[src/rtl/cmd_serializer.sv]
`default_nettype none
// ============================================================================
//  Module   : cmd_serializer
//  Purpose  : SD host CMD-line transmitter. Latches a parallel command frame
//             and shifts it out MSB-first, one bit per enabled clock. It can
//             optionally append the CRC7 (x^7+x^3+1) and the end bit '1'.
//             When the frame is done it emits a one-cycle complete pulse.
//  Ports    : clk        - system clock (rising edge)
//             reset      - asynchronous, active-high reset
//             start      - transmit request, sampled only while idle
//             enable     - shift enable; low freezes the frame in place
//             data       - frame payload, bit framesize-1 is sent first
//             framesize  - payload length in bits (clamped to MAX_BITS)
//             crc_en     - append CRC7 + end bit when high at start
//             out        - registered serial output
//             busy       - high while payload/CRC/end bit are on the line
//             complete   - one-cycle pulse after the last bit
//  Revision : 1.0 - initial release
// ============================================================================
module cmd_serializer #(
  parameter int   MAX_BITS   = 136,
  parameter logic IDLE_LEVEL = 1'b1
) (
  input  logic                clk,
  input  logic                reset,
  input  logic                start,
  input  logic                enable,
  input  logic [MAX_BITS-1:0] data,
  input  logic [7:0]          framesize,
  input  logic                crc_en,
  output logic                out,
  output logic                busy,
  output logic                complete
);

  localparam int IDX_W = (MAX_BITS > 1) ? $clog2(MAX_BITS) : 1;

  typedef enum logic [2:0] {
    S_IDLE   = 3'd0,
    S_DATA   = 3'd1,
    S_CRC    = 3'd2,
    S_ENDBIT = 3'd3,
    S_DONE   = 3'd4
  } state_t;

  state_t              state, state_n;
  logic [MAX_BITS-1:0] frame, frame_n;
  logic [IDX_W-1:0]    idx, idx_n;       // index of the payload bit now on out
  logic [IDX_W-1:0]    first_idx;
  logic [2:0]          crc_cnt, crc_cnt_n;
  logic [6:0]          crc, crc_n;
  logic [6:0]          crc_step;
  logic                crc_on, crc_on_n;
  logic                out_n, busy_n, complete_n;

  // CRC7 update with the payload bit currently on the line. The bit enters
  // the CRC when it is consumed (its enabled cycle), so stalls never
  // double-count a bit.
  assign crc_step = {crc[5:0], 1'b0} ^ (((crc[6] ^ out) == 1'b1) ? 7'h09 : 7'h00);

  // Position of the first payload bit after clamping oversize frames.
  assign first_idx = (32'(framesize) > MAX_BITS) ? IDX_W'(MAX_BITS - 1)
                                                 : IDX_W'(framesize - 8'd1);

  always_ff @(posedge clk or posedge reset) begin
    if (reset) begin
      state    <= S_IDLE;
      frame    <= '0;
      idx      <= '0;
      crc_cnt  <= '0;
      crc      <= '0;
      crc_on   <= 1'b0;
      out      <= IDLE_LEVEL;
      busy     <= 1'b0;
      complete <= 1'b0;
    end else begin
      state    <= state_n;
      frame    <= frame_n;
      idx      <= idx_n;
      crc_cnt  <= crc_cnt_n;
      crc      <= crc_n;
      crc_on   <= crc_on_n;
      out      <= out_n;
      busy     <= busy_n;
      complete <= complete_n;
    end
  end

  // Next-state logic. out always shows the bit of the current cycle; an
  // enabled cycle consumes it and the following edge loads the next one.
  always_comb begin
    state_n    = state;
    frame_n    = frame;
    idx_n      = idx;
    crc_cnt_n  = crc_cnt;
    crc_n      = crc;
    crc_on_n   = crc_on;
    out_n      = out;
    busy_n     = busy;
    complete_n = 1'b0;

    case (state)
      S_IDLE: begin
        out_n  = IDLE_LEVEL;
        busy_n = 1'b0;
        if (start) begin
          frame_n   = data;
          crc_on_n  = crc_en;
          crc_n     = '0;
          crc_cnt_n = '0;
          if (framesize == 8'd0) begin
            state_n    = S_DONE;
            complete_n = 1'b1;
          end else begin
            state_n = S_DATA;
            busy_n  = 1'b1;
            idx_n   = first_idx;
            out_n   = data[first_idx];
          end
        end
      end

      S_DATA: begin
        if (enable) begin
          crc_n = crc_step;
          if (idx == '0) begin
            if (crc_on) begin
              state_n   = S_CRC;
              crc_cnt_n = '0;
              out_n     = crc_step[6];
            end else begin
              state_n    = S_DONE;
              out_n      = IDLE_LEVEL;
              busy_n     = 1'b0;
              complete_n = 1'b1;
            end
          end else begin
            idx_n = idx - 1'b1;
            out_n = frame[idx_n];
          end
        end
      end

      // crc[6] is always the CRC bit on the line; shift to expose the next.
      S_CRC: begin
        if (enable) begin
          if (crc_cnt == 3'd6) begin
            state_n = S_ENDBIT;
            out_n   = 1'b1;
          end else begin
            crc_cnt_n = crc_cnt + 3'd1;
            out_n     = crc[5];
            crc_n     = {crc[5:0], 1'b0};
          end
        end
      end

      S_ENDBIT: begin
        if (enable) begin
          state_n    = S_DONE;
          out_n      = IDLE_LEVEL;
          busy_n     = 1'b0;
          complete_n = 1'b1;
        end
      end

      S_DONE: begin
        state_n = S_IDLE;
        out_n   = IDLE_LEVEL;
        busy_n  = 1'b0;
      end

      default: begin
        state_n = S_IDLE;
        out_n   = IDLE_LEVEL;
        busy_n  = 1'b0;
      end
    endcase
  end

endmodule
`default_nettype wire

[config.mk]
export PLATFORM = sky130hd
export DESIGN_NAME = cmd_serializer
export DESIGN_NICKNAME = d
export VERILOG_FILES = /design/src/rtl/cmd_serializer.sv
export SDC_FILE = /design/constraint.sdc
export NUM_CORES = 1
export LEC_CHECK = 0
export ABC_CLOCK_PERIOD_IN_PS = 9600
export CAP_MARGIN = 20
export CORE_UTILIZATION = 59
export DETAILED_ROUTE_END_ITERATION = 8
export PLACE_DENSITY = 0.93
export SKIP_LAST_GASP = 1
export SLEW_MARGIN = 25
export SYNTH_ARGS = -nofsm -noshare
export SYNTH_HDL_FRONTEND = slang
export SYNTH_SLANG_ARGS = --single-unit
[constraint.sdc]
create_clock -name clk -period 9.6 [get_ports clk]
set_clock_uncertainty 0.1 [all_clocks]
set_input_delay 0.96 -clock clk [delete_from_list [all_inputs] [get_ports clk]]
set_output_delay 0.96 -clock clk [all_outputs]
set_load 0.01 [all_outputs]
==> results.py <==
metrics = {
    "clock_network": {
        "post-cts-setup-buffer-count": 0,
        "clkTransAtPathRegs_ns": 0.07,
        "root_buffer": "clkbuf_16",
        "cts.htree.levels": 4,
        "numCtsBuffers": 17,
        "cts_hold_buf": 0,
        "postCtsResizedCells": 0,
        "clock-sinks": 161,
        "cts_buffer_depth": 2,
        "cts_tree": "built",
        "clkLatencyLatePin_ns": 0.44,
    },
    "global_routing": {
        "overflow": 0,
        "antenna_found_initial": 2,
        "grt_pass1_vias": 8984,
        "grt_pass1_wl_um": 47100,
        "grt_max_degree": 84,
        "track_usage": 0.383,
    },
    "synth": {
        "ys_ff_latch": 161,
        "synth_area_per_cell_um2": 8.70,
        "synth_flop_cell": "dfrtp_1",
        "synth-edff-count": 0,
        "synth_area_mm2": 0.00940,
        "synth_top_area_frac": 0.426,
        "ys_warn_count": 0,
        "yosys-top-cells-area": "dfrtp_1, nand2_1, mux4_2",
        "yosysUniqueCellTypes": 74,
        "netlist_instances": 1081,
        "syn_nets": 1236,
        "synth-async-reset-ratio": 1.00,
        "yosysSeqAreaShare": 0.429,
        "synth_top_area_cell": "dfrtp_1",
    },
    "sta": {
        "rsz0062_at_grt": "no",
        "min_period_over_period": 0.470,
        "finalSetupViolations": 0,
        "worstMarginPinSlew_ns": 1.08,
        "fin_tns_setup_ns": 0,
        "slew_headroom": 0.280,
        "finalMaxSlewViolations": 0,
        "hold_violations": 0,
        "fmax_ghz": 0.222,
        "fin_crit_ns": 4.51,
    },
    "drt": {
        "vias": 9140,
        "wl_um": 30200,
        "drc_errors": 0,
        "viasPerCell": 6.44,
        "antenna_left": 0,
        "wire_per_inst_um": 21.3,
        "firstDrtPassIters": 6,
        "drt_iter0_markers": 1149,
    },
    "critical_path": {
        "criticalPathCategory": "input port to flop",
        "worstPathArrival_ns": 4.77,
        "cp_max_fo": 37,
        "crit_path_start_kind": "input port",
        "worst_path_max_delay_cell": "a211oi_4",
        "cp_cell_sequence": "buf_2, buf_4, inv_1, ha_1, buf_4, inv_1, a211oi_4, nor2_1, a22oi_1, a311o_1, nand2_1, nor4_1, o211ai_2",
        "crit_path_end_kind": "flop",
        "worstPathRequired_ns": 9.86,
        "crit_path_max_incr_delay_ns": 0.67,
    },
    "die": {
        "pin_count": 152,
        "die_w_um": 128,
        "dieArea_mm2": 0.0164,
        "rows": 45,
        "die_h_um": 128,
        "core_mm2": 0.0154,
        "start_util": 0.612,
    },
    "finish": {
        "layout_common_cells": "nand2_1, dfrtp_1, clkdlybuf4s50_1",
        "diodes": 0,
        "fill_cells": 1032,
        "final_common_cell": "nand2_1",
        "fin_nets": 1352,
        "drive_gt1_frac": 0.104,
        "area_growth_pct": 23.8,
    },
    "job": {
        "drv_cap": 0,
    },
    "placed_design": {
        "io_buffers": 151,
        "hpwl_um": 21000,
        "gp_congestion": 0.963,
    },
    "power": {
        "irDropWorstVdd_mv": 0.206,
        "leakage_uw": 0.00534,
        "power_uw": 3710,
        "powerDensity_mw_per_mm2": 319,
    },
    "status": {
        "outcome": "complete, no violations",
    },
    "hold_path": {
        "hold_path.class": "flop to flop",
    },
}
## through the flow
step	instances	cell area [um2]	hold WS, ns	setup WS [ns]	util
floorplan	1081	9400	0.340	4.19	-
global placement	1389	11000	0.352	4.87	0.714
detailed placement	1389	11000	0.358	4.69	0.714
CTS	1420	11600	0.378	5.20	0.757
global route	1420	11600	0.396	4.91	0.757
finish	1420	11600	0.376	5.09	0.757
## logic make-up after synthesis
| kind of cell | after synthesis | share of synthesized area |
|---|---|---|
| simple gates | 581 | 0.251 |
| buf+inv | 85 | 0.0397 |
| mux | 79 | 0.137 |
| compound gates | 154 | 0.120 |
| xor+xnor | 15 | 0.0148 |
| flops | 161 | 0.429 |
| fa+ha+maj | 6 | 0.00798 |
## final cells by class
| class | count | area [um2] | share of cell area |
|---|---|---|---|
| Clock buffer | 20 | 457 | 0.0392 |
| Clock inverter | 11 | 200 | 0.0172 |
| Inverter | 18 | 72.6 | 0.00623 |
| Multi-Input combinational cell | 835 | 5010 | 0.430 |
| Sequential cell | 161 | 4030 | 0.346 |
| Tap cell | 211 | 264 | 0.0227 |
| Timing Repair Buffer | 164 | 1610 | 0.138 |
## power breakdown
part,switching [uW],internal (uW),total (uW)
clock,292,477,769
sequential,208,997,1200
combinational,995,743,1740
total,1500,2220,3710
## sequential cells by signal, summed over array words and instances (netlist names)
name      flops
crc_cnt       3
crc           7
busy          1
state         3
idx           8
out           1
crc_on        1
frame       136
complete      1
## layer usage
metal | vias up | track usage | share of wire
met5 | - | 0 | 0
met4 | 0 | 0.228 | 0.058
met3 | 179 | 0.108 | 0.10
met2 | 629 | 0.624 | 0.49
met1 | 4377 | 0.454 | 0.35
li1 | 3955 | - | -
## path summary, 6_finish.rpt
check                                      start                    end  slack [ns]  cells past startpoint
setup / recovery                    framesize[0]        out$_DFFE_PP1P_        5.09                     13
setup reg to reg              idx[1]$_DFFE_PP0P_        out$_DFFE_PP1P_        5.75                      9
max in group asynchronous                  reset     idx[0]$_DFFE_PP0P_        7.26                      3
min in group asynchronous                  reset  frame[74]$_DFFE_PP0P_        0.92                      2
hold / removal             frame[51]$_DFFE_PP0P_  frame[51]$_DFFE_PP0P_        0.38                      2
hold reg to reg            frame[51]$_DFFE_PP0P_  frame[51]$_DFFE_PP0P_        0.38                      2
## critical path, delay by kind of cell
| family | cells | cell delay (ns) |
|---|---|---|
| compound gates | 4 | 1.19 |
| fa+ha+maj | 1 | 0.41 |
| simple gates | 3 | 0.65 |
| buf+inv | 5 | 1.52 |
## synth_stat cells, types with 6 or more instances
library cell / instances
o221ai_1: 11
buf_2: 13
nand2_1: 466
xnor2_1: 10
mux2_2: 17
inv_1: 18
mux2i_1: 22
mux4_2: 38
nor3_1: 14
clkbuf_1: 44
nand3_1: 21
ha_1: 6
a21oi_1: 34
o21ai_0: 31
dfrtp_1: 160
a31oi_1: 7
nand4_1: 6
nor2_1: 34
a211oi_1: 6
o211ai_1: 8
buf_4: 6
(Power assumes the default switching activity.)
